--- src/rtl/wb_ctrl_pkg.sv ---
// Shared types for the write-back flush/refetch controller: FSM state
// encoding, redirect cause, reset PC and the redirect-target selector.
package wb_ctrl_pkg;

  typedef enum logic [1:0] {
    ST_IDLE     = 2'd0,
    ST_FLUSH    = 2'd1,
    ST_DRAIN    = 2'd2,
    ST_REDIRECT = 2'd3
  } state_e;

  typedef enum logic [1:0] {
    CAUSE_EX      = 2'd0,
    CAUSE_ERTN    = 2'd1,
    CAUSE_REFETCH = 2'd2
  } cause_e;

  localparam logic [31:0] RESET_PC = 32'h0000_0000;

  // Refetch resumes at the instruction after the one that changed
  // translation state; the add wraps naturally at 2^32.
  function automatic logic [31:0] redirect_target(
    input cause_e      cause,
    input logic [31:0] ex_entry,
    input logic [31:0] era,
    input logic [31:0] pc
  );
    logic [31:0] tgt;
    case (cause)
      CAUSE_EX:   tgt = ex_entry;
      CAUSE_ERTN: tgt = era;
      default:    tgt = pc + 32'd4;
    endcase
    return tgt;
  endfunction

endpackage

--- src/rtl/wb_flush_ctrl_if.sv ---
// Bundle between the WB-end flush controller and the rest of the core:
// WB instruction info, fetch/data transaction pulses, flush controls and
// the redirect handshake. master = controller, slave = pipeline side.
interface wb_flush_ctrl_if;

  logic        wb_valid;
  logic        wb_ex;
  logic        wb_is_ertn;
  logic        wb_tlb_or_csr_we;
  logic [31:0] wb_pc;
  logic [31:0] ex_entry;
  logic [31:0] csr_era;
  logic        inst_req_fire;
  logic        inst_resp_fire;
  logic        data_req_fire;
  logic        data_resp_fire;
  logic        redirect_ready;

  logic        flush;
  logic        fetch_hold;
  logic        inst_resp_discard;
  logic        inst_req_block;
  logic        data_req_block;
  logic        redirect_valid;
  logic [31:0] redirect_pc;
  logic        busy;

  modport master (
    input  wb_valid, wb_ex, wb_is_ertn, wb_tlb_or_csr_we, wb_pc,
    input  ex_entry, csr_era,
    input  inst_req_fire, inst_resp_fire, data_req_fire, data_resp_fire,
    input  redirect_ready,
    output flush, fetch_hold, inst_resp_discard,
    output inst_req_block, data_req_block,
    output redirect_valid, redirect_pc, busy
  );

  modport slave (
    output wb_valid, wb_ex, wb_is_ertn, wb_tlb_or_csr_we, wb_pc,
    output ex_entry, csr_era,
    output inst_req_fire, inst_resp_fire, data_req_fire, data_resp_fire,
    output redirect_ready,
    input  flush, fetch_hold, inst_resp_discard,
    input  inst_req_block, data_req_block,
    input  redirect_valid, redirect_pc, busy
  );

endinterface

--- src/rtl/outstanding_cnt.sv ---
// Outstanding-transaction counter: +1 per accepted request, -1 per
// response, saturating at both ends. block = counter full; zero = the
// value being loaded this cycle is zero (lets the FSM see drain in time).
module outstanding_cnt #(
  parameter int OUT_W = 3
) (
  input  logic clk,
  input  logic rst,
  input  logic req,
  input  logic resp,
  output logic block,
  output logic zero
);

  localparam logic [OUT_W-1:0] CNT_MAX = '1;
  localparam logic [OUT_W-1:0] CNT_ONE = OUT_W'(1);

  logic [OUT_W-1:0] count;
  logic [OUT_W-1:0] count_nxt;

  // Next count: simultaneous req/resp cancel; clamp at full and at empty.
  always_comb begin
    count_nxt = count;
    if (req && !resp && count != CNT_MAX) begin
      count_nxt = count + CNT_ONE;
    end else if (resp && !req && count != '0) begin
      count_nxt = count - CNT_ONE;
    end
  end

  // Counter register.
  always_ff @(posedge clk) begin
    if (rst) begin
      count <= '0;
    end else begin
      count <= count_nxt;
    end
  end

  assign block = (count == CNT_MAX);
  assign zero  = (count_nxt == '0);

  resp_without_outstanding: assert property (
    @(posedge clk) disable iff (rst) !(resp && !req && count == '0)
  );

endmodule

--- src/rtl/wb_flush_ctrl.sv ---
// Write-back flush and refetch controller. Detects exception / ertn /
// (optionally) TLB-CSR refetch on the retiring instruction, flushes the
// pipeline for one cycle, waits for outstanding fetch and data traffic to
// drain, then offers the redirect PC to fetch over valid/ready.
// Optional feature macro: WB_REFETCH_EN (TLB/CSR writes trigger refetch).
module wb_flush_ctrl
  import wb_ctrl_pkg::*;
#(
  parameter int OUT_W = 3
) (
  input logic             clk,
  input logic             rst,
  wb_flush_ctrl_if.master bus
);

  localparam logic [1:0] S_IDLE     = ST_IDLE;
  localparam logic [1:0] S_FLUSH    = ST_FLUSH;
  localparam logic [1:0] S_DRAIN    = ST_DRAIN;
  localparam logic [1:0] S_REDIRECT = ST_REDIRECT;

  logic [1:0]  state;
  logic [1:0]  state_nxt;
  logic [31:0] redirect_pc;
  logic        refetch;
  logic        event_hit;
  cause_e      cause;
  logic        inst_zero;
  logic        data_zero;
  logic        drained;

`ifdef WB_REFETCH_EN
  assign refetch = bus.wb_tlb_or_csr_we;
`else
  logic unused_tlb_or_csr_we;
  assign refetch              = 1'b0;
  assign unused_tlb_or_csr_we = bus.wb_tlb_or_csr_we;
`endif

  assign event_hit = bus.wb_valid & (bus.wb_ex | bus.wb_is_ertn | refetch);

  // Cause priority: exception over ertn over refetch.
  always_comb begin
    cause = CAUSE_REFETCH;
    if (bus.wb_ex) begin
      cause = CAUSE_EX;
    end else if (bus.wb_is_ertn) begin
      cause = CAUSE_ERTN;
    end
  end

  outstanding_cnt #(.OUT_W(OUT_W)) u_inst_cnt (
    .clk   (clk),
    .rst   (rst),
    .req   (bus.inst_req_fire),
    .resp  (bus.inst_resp_fire),
    .block (bus.inst_req_block),
    .zero  (inst_zero)
  );

  outstanding_cnt #(.OUT_W(OUT_W)) u_data_cnt (
    .clk   (clk),
    .rst   (rst),
    .req   (bus.data_req_fire),
    .resp  (bus.data_resp_fire),
    .block (bus.data_req_block),
    .zero  (data_zero)
  );

  assign drained = inst_zero & data_zero;

  // Next-state logic; events outside IDLE are ignored.
  always_comb begin
    state_nxt = state;
    case (state)
      S_IDLE:     if (event_hit) state_nxt = S_FLUSH;
      S_FLUSH,
      S_DRAIN:    state_nxt = drained ? S_REDIRECT : S_DRAIN;
      S_REDIRECT: if (bus.redirect_ready) state_nxt = S_IDLE;
      default:    state_nxt = S_IDLE;
    endcase
  end

  // State and redirect target registers; target captured only on entry.
  always_ff @(posedge clk) begin
    if (rst) begin
      state       <= S_IDLE;
      redirect_pc <= RESET_PC;
    end else begin
      state <= state_nxt;
      if (state == S_IDLE && event_hit) begin
        redirect_pc <= redirect_target(cause, bus.ex_entry, bus.csr_era, bus.wb_pc);
      end
    end
  end

  assign bus.flush             = (state == S_FLUSH);
  assign bus.fetch_hold        = (state == S_FLUSH) | (state == S_DRAIN);
  assign bus.inst_resp_discard = (state == S_DRAIN) & bus.inst_resp_fire;
  assign bus.redirect_valid    = (state == S_REDIRECT);
  assign bus.redirect_pc       = redirect_pc;
  assign bus.busy              = (state != S_IDLE);

endmodule
--- src/flat_wrapper.sv ---
// flat-port wrapper written by rule: the top's interface ports become plain ports
module wb_flush_ctrl_flat import wb_ctrl_pkg::*;
#(
  parameter int OUT_W = 3
)
  (clk, rst, bus_wb_valid, bus_wb_ex, bus_wb_is_ertn, bus_wb_tlb_or_csr_we, bus_wb_pc, bus_ex_entry, bus_csr_era, bus_inst_req_fire, bus_inst_resp_fire, bus_data_req_fire, bus_data_resp_fire, bus_redirect_ready, bus_flush, bus_fetch_hold, bus_inst_resp_discard, bus_inst_req_block, bus_data_req_block, bus_redirect_valid, bus_redirect_pc, bus_busy);
  wb_flush_ctrl_if bus_i ();
  input logic clk;
  input logic rst;
  input wire logic [$bits(bus_i.wb_valid)-1:0] bus_wb_valid;
  input wire logic [$bits(bus_i.wb_ex)-1:0] bus_wb_ex;
  input wire logic [$bits(bus_i.wb_is_ertn)-1:0] bus_wb_is_ertn;
  input wire logic [$bits(bus_i.wb_tlb_or_csr_we)-1:0] bus_wb_tlb_or_csr_we;
  input wire logic [$bits(bus_i.wb_pc)-1:0] bus_wb_pc;
  input wire logic [$bits(bus_i.ex_entry)-1:0] bus_ex_entry;
  input wire logic [$bits(bus_i.csr_era)-1:0] bus_csr_era;
  input wire logic [$bits(bus_i.inst_req_fire)-1:0] bus_inst_req_fire;
  input wire logic [$bits(bus_i.inst_resp_fire)-1:0] bus_inst_resp_fire;
  input wire logic [$bits(bus_i.data_req_fire)-1:0] bus_data_req_fire;
  input wire logic [$bits(bus_i.data_resp_fire)-1:0] bus_data_resp_fire;
  input wire logic [$bits(bus_i.redirect_ready)-1:0] bus_redirect_ready;
  output wire logic [$bits(bus_i.flush)-1:0] bus_flush;
  output wire logic [$bits(bus_i.fetch_hold)-1:0] bus_fetch_hold;
  output wire logic [$bits(bus_i.inst_resp_discard)-1:0] bus_inst_resp_discard;
  output wire logic [$bits(bus_i.inst_req_block)-1:0] bus_inst_req_block;
  output wire logic [$bits(bus_i.data_req_block)-1:0] bus_data_req_block;
  output wire logic [$bits(bus_i.redirect_valid)-1:0] bus_redirect_valid;
  output wire logic [$bits(bus_i.redirect_pc)-1:0] bus_redirect_pc;
  output wire logic [$bits(bus_i.busy)-1:0] bus_busy;
  assign bus_i.wb_valid = bus_wb_valid;
  assign bus_i.wb_ex = bus_wb_ex;
  assign bus_i.wb_is_ertn = bus_wb_is_ertn;
  assign bus_i.wb_tlb_or_csr_we = bus_wb_tlb_or_csr_we;
  assign bus_i.wb_pc = bus_wb_pc;
  assign bus_i.ex_entry = bus_ex_entry;
  assign bus_i.csr_era = bus_csr_era;
  assign bus_i.inst_req_fire = bus_inst_req_fire;
  assign bus_i.inst_resp_fire = bus_inst_resp_fire;
  assign bus_i.data_req_fire = bus_data_req_fire;
  assign bus_i.data_resp_fire = bus_data_resp_fire;
  assign bus_i.redirect_ready = bus_redirect_ready;
  assign bus_flush = bus_i.flush;
  assign bus_fetch_hold = bus_i.fetch_hold;
  assign bus_inst_resp_discard = bus_i.inst_resp_discard;
  assign bus_inst_req_block = bus_i.inst_req_block;
  assign bus_data_req_block = bus_i.data_req_block;
  assign bus_redirect_valid = bus_i.redirect_valid;
  assign bus_redirect_pc = bus_i.redirect_pc;
  assign bus_busy = bus_i.busy;
  wb_flush_ctrl #(.OUT_W(OUT_W)) u_core (.clk(clk), .rst(rst), .bus(bus_i));
endmodule
--- config.mk ---
export PLATFORM = sky130hd
export DESIGN_NAME = wb_flush_ctrl_flat
export DESIGN_NICKNAME = d
export VERILOG_FILES = /design/src/rtl/wb_ctrl_pkg.sv /design/src/rtl/wb_flush_ctrl_if.sv /design/src/rtl/outstanding_cnt.sv /design/src/rtl/wb_flush_ctrl.sv /design/src/flat_wrapper.sv
export SDC_FILE = /design/constraint.sdc
export NUM_CORES = 1
export LEC_CHECK = 0
export ABC_AREA = 1
export CAP_MARGIN = 20
export CORE_MARGIN = 2
export CORE_UTILIZATION = 35
export CTS_CLUSTER_DIAMETER = 200
export CTS_CLUSTER_SIZE = 20
export DETAILED_ROUTE_END_ITERATION = 8
export PLACE_DENSITY = 0.9
export SLEW_MARGIN = 20
export SYNTH_ARGS = -nofsm -noshare
export SYNTH_HDL_FRONTEND = slang
export SYNTH_SLANG_ARGS = --single-unit
--- constraint.sdc ---
create_clock -name clk -period 2 [get_ports clk]
set_input_delay 0.2 -clock clk [delete_from_list [all_inputs] [get_ports clk]]
set_output_delay 0.2 -clock clk [all_outputs]
set_load 0.02 [all_outputs]
==> summary.txt, run 1 <==
====================================================================================================
Cell depth of the worst min-delay path ................................................            3
Antenna-violating nets left ...........................................................            0
Starting DRT DRC Count ................................................................           49
Data required time of the critical path ...............................................      1.80 ns
Critical path start-end classification ................................................ register to output port
Chip Height ...........................................................................      80.7 um
Startpoint of the most critical setup path ............................................ u_core.state[1]$_SDFFE_PP0P_
Maximum cell stage delay along the critical path ......................................      0.62 ns
Maximum capacitance violations ........................................................            0
Leading cell types in the layout, fill and taps excluded .............................. clkdlybuf4s50_1, nand2_1, dfxtp_1
RR Startpoint ......................................................................... u_core.u_data_cnt.count[0]$_SDFF_PP0_
Sequential cell area ..................................................................    801 sq um
Largest net degree at the start of global routing .....................................           65
Vias in the first global route ........................................................        2,215
Multiplexer share of the synthesized area .............................................           0%
Reg-to-reg setup timing slack .........................................................      0.27 ns
# nets final ..........................................................................          517
Worst Setup Slack, final ..............................................................    0.0698 ns
Clock latency at the later pin of the worst-skew pair .................................      0.28 ns
Arrival time of data at the critical path endpoint ....................................      1.73 ns
Final HPWL from detailed placement ....................................................      4.61 mm
Cell with the largest stage delay on the worst path ................................... clkdlybuf4s50_1
First-pass GRT wire length ............................................................      9.61 mm
Most common cell after layout, fill and taps aside .................................... clkdlybuf4s50_1
Pwr dens ..............................................................................  911 nW/um^2
Leakage power figure ..................................................................      1.41 nW
Synthesized-area fraction occupied by adder cells .....................................        7.90%
GRT Residual Overflow .................................................................            0
Via count .............................................................................        2,325
Synth Area in Simple Gates ............................................................        23.3%
Clock-pin slew reported for the worst setup and hold paths after clock tree synthesis .      0.08 ns
Accumulated negative setup slack ......................................................         0 ns
Hold violation count in the final report ..............................................            0
Proportion of synthesized chip area in sequential cells ...............................        38.9%
Final cycle utilization of the critical path ..........................................        96.5%
Final critical-path required period ...................................................      1.93 ns
Placer Congestion .....................................................................        0.847
Maximum clock insertion buffer count ..................................................            2
Sort of element at the start of the critical path .....................................     register
Setup repair after global routing missed its margin ...................................           no
CTS buffer count ......................................................................            5
Die area ..............................................................................   6510 sq um
Count of buffer and inverter cells on the critical path ...............................            2
Root buffer cell ......................................................................     clkbuf_8
Total setup violations reported at the end of the flow ................................            0
Cell family with most CP delay ........................................................ buffers and inverters
Wirelength, routed ....................................................................      6.11 mm
Remaining design rule violation count .................................................            0
Gate count after technology mapping ...................................................          283
Startpoint of the lowest-slack hold path .............................................. bus_ex_entry[13]
Vias per cell .........................................................................         4.96
Status ................................................................................ finished, final reports clean
Biggest fanout along the worst timing path ............................................            4
Post-route clock skew .................................................................   0.00593 ns
Combinational family with the most area after synthesis ............................... simple AND/OR/NAND/NOR gates
Setup Slack @ Placement ...............................................................     0.258 ns
Placeable core area ...................................................................   5610 sq um
Ratio of cells with drive above 1 in the final layout .................................        4.53%
Actual slew at the worst max-slew pin .................................................     0.432 ns
CP Depth ..............................................................................            3
Multi-input gate area .................................................................   1080 sq um
List of cells traversed by the critical path .......................................... inv_1, ha_1, clkdlybuf4s50_1
Count of boundary I/O pins ............................................................          146
Number of sinks on the clock net ......................................................           40
HP Class .............................................................................. input pin to register
Net Count, Synth ......................................................................          403
Std cell rows .........................................................................           27
Global router's overall resource usage ................................................        19.0%
Average footprint of a synthesized cell ...............................................   7.27 sq um
Number of cells on the worst reg-to-reg path ..........................................           12
Post-CTS Setup Inserts ................................................................            0
IO buf count ..........................................................................          116
Post-Synth XOR/XNOR Area ..............................................................       0.426%
FF+latch count, synth .................................................................           40
First-pass DRT Iterations .............................................................            4
Area of the mapped netlist ............................................................   2060 sq um
Ys Warns ..............................................................................            0
Worst rel slew slack ..................................................................        70.9%
Antenna diode count ...................................................................            0
Initial cell density of the core ......................................................        36.7%
Number of hold buffers added after cts ................................................            0
Maximum clock frequency ...............................................................      518 MHz
Horizontal die dimension ..............................................................      80.7 um
Type of destination of the critical path ..............................................  output port
Syn-to-layout area delta ..............................................................        63.2%
Routed wire per std cell ..............................................................      13.0 um
Number of distinct library cells after synthesis ......................................           22
Number of antenna violations at the first check in global routing .....................            0
Max rail drop VDD .....................................................................       708 uV
Post-synthesis compound-gate area fraction ............................................        20.9%
Clock H-tree levels ...................................................................            2
Max Transition Viols Final ............................................................            0
Final-layout fill cell count ..........................................................          531
Clock tree from TritonCTS .............................................................        built
====================================================================================================
state kept, by name (all words and copies together), names as in the netlist:
signal and flops:
u_core.bus.redirect_pc 32, u_core.state 2, u_core.u_data_cnt.count 3, u_core.u_inst_cnt.count 3
cells in the mapped netlist:
master    instances  area (sq um)
clkbuf_1          5          18.8
nor2_4            1          11.3
nand2_1          90           338
ha_1             13           163
a21oi_1           6          30.0
buf_2             6          30.0
a31oi_1          32           200
inv_1            20          75.1
o21bai_1          1          7.51
o21ai_0          24           120
nor2_1           14          52.6
buf_1             1          3.75
nor2_8            1          20.0
a22oi_1           3          22.5
nand3_1           8          40.0
buf_6             4          45.0
o21ai_1          10          50.1
nand4_1           1          6.26
nand2_4           1          11.3
dfxtp_1          40           801
inv_2             1          3.75
xor2_1            1          8.76
final cells by class:
| cell class | instances | share of cell area (%) |
|---|---|---|
| multi-input combinational | 206 | 32.3 |
| clock buffer | 6 | 2.16 |
| timing repair buffer | 123 | 36.6 |
| tap | 72 | 2.68 |
| inverter | 21 | 2.35 |
| sequential | 40 | 23.8 |
| clock inverter | 1 | 0.149 |
worst paths after layout:
| kind | endpoint |
|---|---|
| worst max-delay path | bus_fetch_hold |
| worst min-delay path | u_core.bus.redirect_pc[13]$_SDFFE_PP0P_ |
| worst max register to register | u_core.state[0]$_SDFFE_PP0P_ |
| worst min register to register | u_core.bus.redirect_pc[31]$_SDFFE_PP0P_ |
power breakdown:
part	switching [W]	internal [W]	total, W
Combinational	0.000779	0.000702	0.00148
Clock	0.000262	0.000237	0.000499
Sequential	0.0000985	0.000984	0.00108
metrics by stage:
step | total power (W) | hold slack [ns] | cell area [sq um] | utilization [%] | instances
finish | 0.00306 | 0.478 | 3360 | 59.9 | 469
global route | 0.00326 | 0.482 | 3360 | 59.9 | 469
CTS | 0.00309 | 0.470 | 3360 | 59.9 | 469
detailed placement | 0.00258 | 0.511 | 3280 | 58.5 | 462
global placement | 0.00253 | 0.501 | 3280 | 58.5 | 462
floorplan | 0.00191 | 0.269 | 2060 | - | 283
per-layer routing:
| metal | vias to the layer above | track usage (%) | part of all wire [%] |
|---|---|---|---|
| li1 | 1169 | - | - |
| met3 | 6 | 5.84 | 7.7 |
| met2 | 79 | 34.8 | 52 |
| met4 | 0 | 5.76 | 0.93 |
| met1 | 1071 | 20.9 | 39 |
| met5 | - | 0 | 0 |
worst reg2reg max path, cell delays in order (launching register included):
cell      delay, ns
dfxtp_1        0.37
inv_1          0.07
ha_1           0.20
ha_1           0.19
inv_1          0.07
nand3_1        0.15
nand2_1        0.09
nand2_1        0.04
o21bai_1       0.15
nand2_1        0.07
nor2_1         0.10
nand2_1        0.07
a21oi_1        0.11
cells by family after synthesis:
| group | count (synthesis) |
|---|---|
| adders and majority gates | 13 |
| buffers and inverters | 37 |
| DFF | 40 |
| AOI/OAI and AO/OA | 76 |
| xor gates and xnor gates | 1 |
| and+or+nand+nor | 116 |
what timing repair did:
| action | CTS | global route |
|---|---|---|
| gates resized for setup | 0 | 1 |
| endpoints found under the setup margin | 0 | 1 |
| hold endpoints to repair | 0 | 0 |
Note: power is estimated with default switching activity, not from simulation.
==> run 2: changes to the inputs <==
Settings changed: ABC_CLOCK_PERIOD_IN_PS from default to 2000.
==> results of run 2 <==
No change in the layout: final DEF, timing and power equal those of run 1.
